[config.mk]
export PLATFORM = sky130hd
export DESIGN_NAME = cam_data_mock
export DESIGN_NICKNAME = d
export VERILOG_FILES = /design/src/rtl/cam_mock_pkg.sv /design/src/rtl/cam_mock_pclk_gen.sv /design/src/rtl/cam_data_mock.sv
export SDC_FILE = /design/constraint.sdc
export NUM_CORES = 1
export LEC_CHECK = 0
export CELL_PAD_IN_SITES_DETAIL_PLACEMENT = 1
export CELL_PAD_IN_SITES_GLOBAL_PLACEMENT = 1
export CORE_UTILIZATION = 45
export CTS_CLUSTER_SIZE = 20
export DETAILED_ROUTE_END_ITERATION = 8
export PLACE_DENSITY_LB_ADDON = 0.3
export SLEW_MARGIN = 20
export SYNTH_ARGS = -nofsm -noshare
export SYNTH_HDL_FRONTEND = slang
export SYNTH_SLANG_ARGS = --single-unit
[constraint.sdc]
create_clock -name xclk -period 2.5 [get_ports xclk]
set_input_delay 0.75 -clock xclk [delete_from_list [all_inputs] [get_ports xclk]]
set_output_delay 0.75 -clock xclk [all_outputs]
set_load 0.01 [all_outputs]
[src/rtl/cam_mock_pkg.sv]
// Shared types, framing constants and pixel pattern for the OV7670 RGB565 port emulator.
package cam_mock_pkg;

    typedef enum logic [2:0] {
        IDLE,
        VSYNC,
        VBACK,
        LINE,
        HBLANK,
        VFRONT,
        DONE
    } state_t;

    localparam int unsigned VSYNC_PCLKS  = 4;
    localparam int unsigned VBACK_PCLKS  = 8;
    localparam int unsigned HBLANK_PCLKS = 8;
    localparam int unsigned VFRONT_PCLKS = 8;

    // Checkable pattern: frame, row and column packed into one RGB565 word.
    function automatic logic [15:0] pix_word(input logic [3:0] f,
                                             input logic [5:0] r,
                                             input logic [5:0] c);
        return {f, r, c};
    endfunction

endpackage

[src/rtl/cam_mock_pclk_gen.sv]
// Divide-by-2 pixel clock register plus a strobe marking the xclk edge where pclk falls.
module cam_mock_pclk_gen (
    input  logic i_xclk,
    input  logic i_reset,
    output logic o_pclk,
    output logic o_fall
);

    logic r_pclk;

    always_ff @(posedge i_xclk) begin
        if (i_reset) begin
            r_pclk <= 1'b0;
        end else begin
            r_pclk <= ~r_pclk;
        end
    end

    // pclk is high now, so the coming edge takes it low.
    assign o_pclk = r_pclk;
    assign o_fall = r_pclk;

endmodule

[src/rtl/cam_data_mock.sv]
// OV7670-style parallel camera source: pclk, VSYNC/HREF framing and a two-byte-per-pixel
// test pattern for a fixed number of frames, then a sticky done flag.
module cam_data_mock
    import cam_mock_pkg::*;
#(
    parameter int PCLK_FREQ_MHZ  = 24,
    parameter int FRAME_WIDTH    = 640,
    parameter int FRAME_HEIGHT   = 480,
    parameter int FRAMES_TO_SEND = 10
) (
    input  logic       xclk,
    input  logic       reset,
    input  logic       enable,
    output logic       pclk,
    output logic       vsync,
    output logic       href,
    output logic [7:0] data_out,
    output logic       frame_done,
    output logic [1:0] current_frame
);

    localparam int unsigned COL_W = (FRAME_WIDTH > 1) ? $clog2(FRAME_WIDTH) : 1;
    localparam int unsigned ROW_W = (FRAME_HEIGHT > 1) ? $clog2(FRAME_HEIGHT) : 1;
    localparam int unsigned FRM_W = ($clog2(FRAMES_TO_SEND + 1) > 2) ? $clog2(FRAMES_TO_SEND + 1) : 2;

    localparam logic [COL_W-1:0] COL_LAST = COL_W'(FRAME_WIDTH - 1);
    localparam logic [ROW_W-1:0] ROW_LAST = ROW_W'(FRAME_HEIGHT - 1);
    localparam logic [FRM_W-1:0] FRM_LAST = FRM_W'(FRAMES_TO_SEND);

    localparam logic [2:0] VSYNC_END  = 3'(VSYNC_PCLKS - 1);
    localparam logic [2:0] VBACK_END  = 3'(VBACK_PCLKS - 1);
    localparam logic [2:0] HBLANK_END = 3'(HBLANK_PCLKS - 1);
    localparam logic [2:0] VFRONT_END = 3'(VFRONT_PCLKS - 1);

    generate
        if (FRAMES_TO_SEND < 1 || PCLK_FREQ_MHZ < 1) begin : g_bad_params
            $error("cam_data_mock: FRAMES_TO_SEND and PCLK_FREQ_MHZ must be >= 1");
        end
    endgenerate

    logic             w_fall;
    state_t           r_state;
    logic [2:0]       r_cnt;
    logic [ROW_W-1:0] r_row;
    logic [COL_W-1:0] r_col;
    logic             r_lo;
    logic [FRM_W-1:0] r_frames;
    logic             r_vsync;
    logic             r_href;
    logic [7:0]       r_data;
    logic             r_done;

    logic [ROW_W-1:0] w_sel_row;
    logic [COL_W-1:0] w_sel_col;
    logic [15:0]      w_pix;
    logic [FRM_W-1:0] w_frames_nxt;

    cam_mock_pclk_gen u_pclk_gen (
        .i_xclk  (xclk),
        .i_reset (reset),
        .o_pclk  (pclk),
        .o_fall  (w_fall)
    );

    // One pattern lookup serves every byte: the low byte of the current pixel, or the
    // high byte of whichever pixel the state machine is about to start.
    always_comb begin
        w_sel_row = r_row;
        w_sel_col = r_col;
        case (r_state)
            VBACK: begin
                w_sel_row = '0;
                w_sel_col = '0;
            end
            LINE: begin
                if (r_lo) begin
                    w_sel_col = r_col + 1'b1;
                end
            end
            HBLANK: begin
                w_sel_row = r_row + 1'b1;
                w_sel_col = '0;
            end
            default: ;
        endcase
        w_pix        = pix_word(4'(r_frames), 6'(w_sel_row), 6'(w_sel_col));
        w_frames_nxt = r_frames + 1'b1;
    end

    always_ff @(posedge xclk) begin
        if (reset) begin
            r_state  <= IDLE;
            r_cnt    <= '0;
            r_row    <= '0;
            r_col    <= '0;
            r_lo     <= 1'b0;
            r_frames <= '0;
            r_vsync  <= 1'b0;
            r_href   <= 1'b0;
            r_data   <= '0;
            r_done   <= 1'b0;
        end else if (w_fall) begin
            case (r_state)
                IDLE: begin
                    if (enable && !r_done) begin
                        r_state <= VSYNC;
                        r_vsync <= 1'b1;
                        r_cnt   <= '0;
                    end
                end
                VSYNC: begin
                    if (r_cnt == VSYNC_END) begin
                        r_state <= VBACK;
                        r_vsync <= 1'b0;
                        r_cnt   <= '0;
                    end else begin
                        r_cnt <= r_cnt + 1'b1;
                    end
                end
                VBACK: begin
                    if (r_cnt == VBACK_END) begin
                        r_state <= LINE;
                        r_href  <= 1'b1;
                        r_data  <= w_pix[15:8];
                        r_row   <= '0;
                        r_col   <= '0;
                        r_lo    <= 1'b0;
                        r_cnt   <= '0;
                    end else begin
                        r_cnt <= r_cnt + 1'b1;
                    end
                end
                LINE: begin
                    if (!r_lo) begin
                        r_data <= w_pix[7:0];
                        r_lo   <= 1'b1;
                    end else if (r_col == COL_LAST) begin
                        r_href  <= 1'b0;
                        r_data  <= '0;
                        r_lo    <= 1'b0;
                        r_col   <= '0;
                        r_state <= (r_row == ROW_LAST) ? VFRONT : HBLANK;
                    end else begin
                        r_col  <= w_sel_col;
                        r_data <= w_pix[15:8];
                        r_lo   <= 1'b0;
                    end
                end
                HBLANK: begin
                    if (r_cnt == HBLANK_END) begin
                        r_state <= LINE;
                        r_href  <= 1'b1;
                        r_data  <= w_pix[15:8];
                        r_row   <= w_sel_row;
                        r_col   <= '0;
                        r_lo    <= 1'b0;
                        r_cnt   <= '0;
                    end else begin
                        r_cnt <= r_cnt + 1'b1;
                    end
                end
                VFRONT: begin
                    if (r_cnt == VFRONT_END) begin
                        r_frames <= w_frames_nxt;
                        r_cnt    <= '0;
                        if (w_frames_nxt == FRM_LAST) begin
                            r_state <= DONE;
                            r_done  <= 1'b1;
                        end else if (enable) begin
                            r_state <= VSYNC;
                            r_vsync <= 1'b1;
                        end else begin
                            r_state <= IDLE;
                        end
                    end else begin
                        r_cnt <= r_cnt + 1'b1;
                    end
                end
                DONE: ;
                default: r_state <= IDLE;
            endcase
        end
    end

    assign vsync         = r_vsync;
    assign href          = r_href;
    assign data_out      = r_data;
    assign frame_done    = r_done;
    assign current_frame = r_frames[1:0];

endmodule

==> results of run 1 <==
[worst max-delay path, cell delays in order (launching register included)]
cell and delay (ns):
dfxtp_1 0.35, ha_1 0.20, ha_1 0.33, and2_4 0.25, a32oi_1 0.11, buf_4 0.20
nor3_4 0.30, a41oi_1 0.16, a311oi_1 0.24
[synthesized netlist by cell type (all sizes together) (4+ instances only)]
| cell | n |
|---|---|
| nand3 | 8 |
| a22oi | 10 |
| nand2 | 22 |
| a31oi | 5 |
| nand2b | 5 |
| nor2b | 8 |
| ha | 8 |
| a311oi | 4 |
| a21oi | 21 |
| xor2 | 8 |
| buf | 13 |
| clkbuf | 6 |
| inv | 8 |
| o21ai | 14 |
| dfxtp | 42 |
| nor3 | 10 |
| a211oi | 9 |
| nor2 | 41 |
[final cells by class]
type                            count  area (um2)
Tap cell                           70       87.58
Clock buffer                        7       76.32
Multi-Input combinational cell    232        1530
Clock inverter                      1       30.03
Inverter                            8       30.03
Timing Repair Buffer               25       240.2
Fill cell                         617        2402
Sequential cell                    42       840.8
[logic make-up (layout without fill, tap and decap cells)]
kind of cell	count (synthesis)	count (layout)	share of synthesized area [%]
AOI/OAI and AO/OA	86	86	23.36
DFF	42	42	33.33
adders and majority gates	8	8	3.968
muxes	1	1	0.3968
xor gates and xnor gates	11	11	4.564
and+or+nand+nor	126	126	28.37
buffers and inverters	27	41	6.002
[cell usage in the layout, fill, tap and decap left out, drive strengths merged, types with 9 or more instances in the layout]
cell type,n
dfxtp,42
nor2,41
nand2,22
a21oi,21
clkdlybuf4s50,16
o21ai,14
a22oi,10
nor3,10
a211oi,9
buf,9
[metal layers]
layer	track usage (%)	share of wire (%)	vias to the layer above
li1	-	-	1123
met1	29.87	44	1126
met2	40.09	49	50
met3	5.000	4.7	13
met4	9.423	2.0	0
met5	0	0	-
[state kept, by name (all words and copies together) (netlist names), 3 cells and up]
name / count
r_row: 9
r_frames: 4
data_out: 8
r_cnt: 3
r_col: 10
r_state: 3
[stage by stage]
step	utilization, %	hold slack (ns)
after global placement	52.10	0.4445
final	54.13	0.4540
after CTS	54.13	0.4592
after detailed placement	52.10	0.4467
after global routing	54.13	0.4944
after floorplan	-	0.4356
[power by group]
group	switching, mW	internal, mW
sequential	0.0100	0.674
clock	0.235	0.299
combinational	0.0470	0.0334
total	0.292	1.01
[final timing paths]
| path | from | end | slack (ns) | cells after the start |
|---|---|---|---|---|
| worst max-delay path | r_cnt[0] | r_col[5] | 0.27 | 8 |
| worst min-delay path | vsync | vsync | 0.45 | 2 |
| worst max register to register | r_cnt[0] | r_col[5] | 0.27 | 8 |
| worst min register to register | vsync | vsync | 0.45 | 2 |
==> flow_summary_export.csv, run 1 <==
group,metric,value,unit
status,status,"finished clean",
yosys,syn-num-nets,312,
cells_and_area,antenna-diode-count,0,
timing,slew_headroom,61.44,%
clock_tree,insertion_delay,0.30,ns
clock_tree,post_cts_buffers,0,
clock_tree,ctsResizeCount,0,
timing,period_needed,2.233,ns
yosys,yosysTopAreaCell,"dfxtp_1",
yosys,post-synth-top-area-fraction,33.33,%
yosys,seq_area_frac_synth,33.33,%
timing,setup_viol,0,
drt,drtIter0Drc,96,
placed_design,dpl_cell_area,2729,um2
drt,drtPass1Iterations,4,
timing,fmax,0.4478,GHz
timing,layout_setup_ws,0.2669,ns
floorplanning,die_y,76.87,um
yosys,synth.avg_cell_area,8.380,um2
clock_tree,h-tree-depth,2,
drt,dr_total_vias,2312,
yosys,ys_ff_latch,42,
drt,drc,0,
clock_tree,cts_buffer_depth,2,
yosys,syn_inst,301,
clock_tree,cts-root-buf,"clkbuf_8",
clock_tree,cts.sinks,42,
timing,slew_violations,0,
cells_and_area,finish.net_count,325,
yosys,postSynth.asyncResetShare,0,%
yosys,ys_types,66,
placed_design,post-place-ws,0.1409,ns
clock_tree,postCtsHoldBufs,0,
setup_path,worstSetupEndpointType,"flop",
timing,clock_skew,0.004011,ns
yosys,synth_edf_count,0,
setup_path,worst-setup-path-type,"reg2reg",
drt,vias_per_cell,6.005,
worst_hold_path,min_path_type,"reg2reg",
drt,drt_wl_total,6693,um
pwr,leakage,0.9807,nW
placed_design,portBuffers,16,
setup_path,worstSetupStartpointType,"flop",
placed_design,gp_congestion,0.8217,
floorplanning,core,5238,um2
global_route,antenna_found_initial,0,
yosys,synth_area_leaders,"dfxtp_1, nor2_1, a21oi_1",
yosys,ys.flop_type,"dfxtp_1",
floorplanning,ios,17,
setup_path,crit_fanout,9,
clock_tree,cts_tree,"built",
setup_path,arrival,2.45,ns
global_route,gr-usage-all-layers,23.96,%
cells_and_area,area_growth,12.40,%
cells_and_area,drive_gt1_share,9.206,%
drt,ant_nets,0,
placed_design,place_inst,377,
timing,hold_viol,0,
timing,rsz0062_at_grt,"no",
pwr,finalPower,1.298,mW
timing,worstMarginPinSlew,0.5740,ns
global_route,grt_pass1_vias,2282,
drt,wl_per_cell,17.38,um
timing,min_period_over_period,89.33,%
setup_path,cp_data_required_time,2.72,ns
floorplanning,start_util,48.16,%
floorplanning,die_w,76.87,um
cells_and_area,fin_area,2835,um2
pwr,p_per_area,457.9,nW/um2
global_route,grt_max_degree,43,
global_route,grt_overflow,0,
floorplanning,rows,26,
clock_tree,cts_inserted_buffers,5,
run,maxCapViolCount,0,
yosys,synth_area,2522,um2
pwr,ir_drop,251.0,uV
placed_design,place_hpwl,4829,um
yosys,yosysWarningCount,0,
clock_tree,path_clk_slew,0.08,ns
timing,setup_tns,0,ns
floorplanning,die-area,5909,um2
global_route,grt_pass1_wl,11160,um
cells_and_area,layout.cells.non_filler,385,
No activity file was read; power rests on OpenSTA's default activity.
==> run 2, diff against run 1 <==
==> constraint.sdc (replaced) <==
create_clock -name xclk -period 2.5 [get_ports xclk]
set_input_delay 0.375 -clock xclk [delete_from_list [all_inputs] [get_ports xclk]]
set_output_delay 0.375 -clock xclk [all_outputs]
set_load 0.1 [all_outputs]
==> run 2 against run 1 <==
  * Largest power group unchanged
  * Final area is 1.8% lower
  * Sequential power hardly changed
  * Combinational power is 20% higher
  * Critical path type unchanged
  * Register-to-register slack better by 0.02 ns
  * Largest cell class unchanged
  * Via count is 0.65% lower
  * Count of clock-buffer cells in the layout is 1 lower
  * Critical path depth is 2 lower
  * Worst setup slack better by 0.018 ns
  * Global-route usage is 0.15 points higher
  * Sequential share of layout area is 0.55 points higher
  * Routed wire length is 2.9% lower
  * First-iteration DRC count is 30% higher
==> flow_summary_export.csv, run 2 (synthesis gave the netlist of run 1 again) <==
group,metric,value,unit
clock_tree,cts_buffer_depth,2,
worst_hold_path,min_path_type,"reg2reg",
floorplanning,rows,26,
status,status,"finished clean",
timing,setup_viol,0,
timing,min_period_over_period,88.61,%
drt,drc,0,
clock_tree,ctsResizeCount,0,
pwr,intPower,0.9272,mW
pwr,finalPower,1.256,mW
cells_and_area,top_register,"r_col",
setup_path,path_cells,"buf_4 -> nor3_1 -> a21boi_0 -> and2_1 -> nand3_1 -> o32ai_1",
setup_path,critPathSlowestCell,"dfxtp_1",
setup_path,path_buf_inv,1,
clock_tree,postCtsHoldBufs,0,
global_route,grt_pass1_vias,2291,
timing,worstMarginPinSlew,0.6817,ns
clock_tree,post_cts_buffers,0,
pwr,netSwitchingFraction,26.15,%
pwr,p_seq_share,54.4,%
floorplanning,die_w,76.87,um
global_route,grt_max_degree,19,
drt,wl_per_cell,16.83,um
pwr,p_clk_share,38.0,%
clock_tree,cts_inserted_buffers,5,
run,maxCapViolCount,0,
placed_design,place_hpwl,4718,um
drt,drtPass1Iterations,4,
cells_and_area,fin_area,2784,um2
pwr,pwr-share-comb,7.7,%
placed_design,portBuffers,16,
clock_tree,h-tree-depth,2,
setup_path,worst-setup-path-type,"reg2reg",
placed_design,dpl_cell_area,2689,um2
drt,wl_met1,3267,um
cells_and_area,largest_reg_flops,10,
timing,period_needed,2.215,ns
drt,vias_per_cell,5.951,
pwr,p_switching,0.3283,mW
setup_path,worstSetupEndpointType,"flop",
timing,slew_headroom,54.41,%
setup_path,arrival,2.40,ns
clock_tree,cts-root-buf,"clkbuf_8",
setup_path,worstSetupStartpointType,"flop",
cells_and_area,finish.net_count,326,
floorplanning,core,5238,um2
drt,route.met2.wl,2943,um
placed_design,post-place-ws,0.3551,ns
cells_and_area,final_common_cell,"dfxtp_1",
setup_path,slowest_delay,0.68,ns
cells_and_area,drive_gt1_share,14.56,%
drt,drt_wl_total,6496,um
pwr,ir_drop,236.3,uV
timing,layout_setup_ws,0.2848,ns
drt,dr_total_vias,2297,
cells_and_area,nFillCells,640,
clock_tree,cts_tree,"built",
floorplanning,start_util,48.16,%
cells_and_area,area_growth,10.37,%
clock_tree,insertion_delay,0.31,ns
global_route,grt_pass1_wl,11310,um
floorplanning,die_y,76.87,um
global_route,grt_overflow,0,
global_route,gr-usage-all-layers,24.12,%
placed_design,gp_congestion,0.8135,
pwr,p_per_area,451.0,nW/um2
timing,hold_viol,0,
timing,slew_violations,0,
timing,setup_tns,0,ns
timing,fmax,0.4514,GHz
clock_tree,path_clk_slew,0.09,ns
drt,top_layer_used,"met4",
global_route,antenna_found_initial,0,
cells_and_area,most-common-layout-cells,"dfxtp_1, nor2_1, buf_4",
timing,clock_skew,0.008578,ns
drt,ant_nets,0,
setup_path,cp_top_family,"flip-flops",
cells_and_area,postLayoutCoreUtil,53.15,%
floorplanning,ios,17,
setup_path,cp_data_required_time,2.68,ns
timing,rsz0062_at_grt,"no",
pwr,leakage,1.004,nW
setup_path,crit_fanout,12,
floorplanning,die-area,5909,um2
drt,met3WireLength,182,um
cells_and_area,antenna-diode-count,0,
clock_tree,cts.sinks,42,
drt,drtIter0Drc,125,
-- run 2: changes by cell type in the layout (fill, tap and decap cells not counted) --
cell             change
buf_12               -1
buf_4               +16
clkinv_2             +1
clkbuf_8             +1
clkdlybuf4s50_1     -14
bufinv_16            -1
clkinvlp_4           +1
clkbuf_1             -2
-- run 2: power groups by stage --
| stage | logic [mW] | clock network [mW] | registers, mW |
|---|---|---|---|
| floorplan | 0.0554 | 0 | 0.713 |
| global placement | 0.0950 | 0 | 0.698 |
| detailed placement | 0.0959 | 0 | 0.698 |
| CTS | 0.0964 | 0.488 | 0.682 |
| global route | 0.104 | 0.523 | 0.684 |
| finish | 0.0967 | 0.476 | 0.682 |
-- run 2: worst paths after layout --
check	from	end	slack, ns	depth (start not counted)
setup / recovery	r_state[1]	r_state[2]	0.28	6
hold / removal	vsync	vsync	0.46	2
setup reg to reg	r_state[1]	r_state[2]	0.28	6
hold reg to reg	vsync	vsync	0.46	2
-- run 2: stage by stage --
step                hold slack [ns]  cells
global placement             0.4466    378
detailed placement           0.4534    378
global route                 0.5013    386
floorplan                    0.4356    301
finish                       0.4588    386
CTS                          0.4659    386
-- run 2: final cells by class --
| type | count | area, um2 | share of cell area, % |
|---|---|---|---|
| clock inverters | 2 | 12.51 | 0.4494 |
| inverters | 8 | 30.03 | 1.079 |
| multi-input cells | 232 | 1530 | 54.97 |
| flip-flops and latches | 42 | 840.8 | 30.20 |
| well taps | 70 | 87.58 | 3.146 |
| repair buffers | 26 | 200.2 | 7.191 |
| clock buffers | 6 | 82.58 | 2.966 |
-- run 2: routing by layer --
| metal | vias up | global-route usage, % |
|---|---|---|
| met5 | - | 0 |
| met4 | 0 | 9.038 |
| met3 | 9 | 4.524 |
| met2 | 41 | 37.68 |
| met1 | 1117 | 32.72 |
| li1 | 1130 | - |
-- run 2: worst register-to-register path, delay by kind of cell (launching register included) --
kind | cells | cell delay (ns)
DFF | 1 | 0.68
AOI/OAI and AO/OA | 2 | 0.66
and+or+nand+nor | 3 | 0.48
buffers and inverters | 1 | 0.28
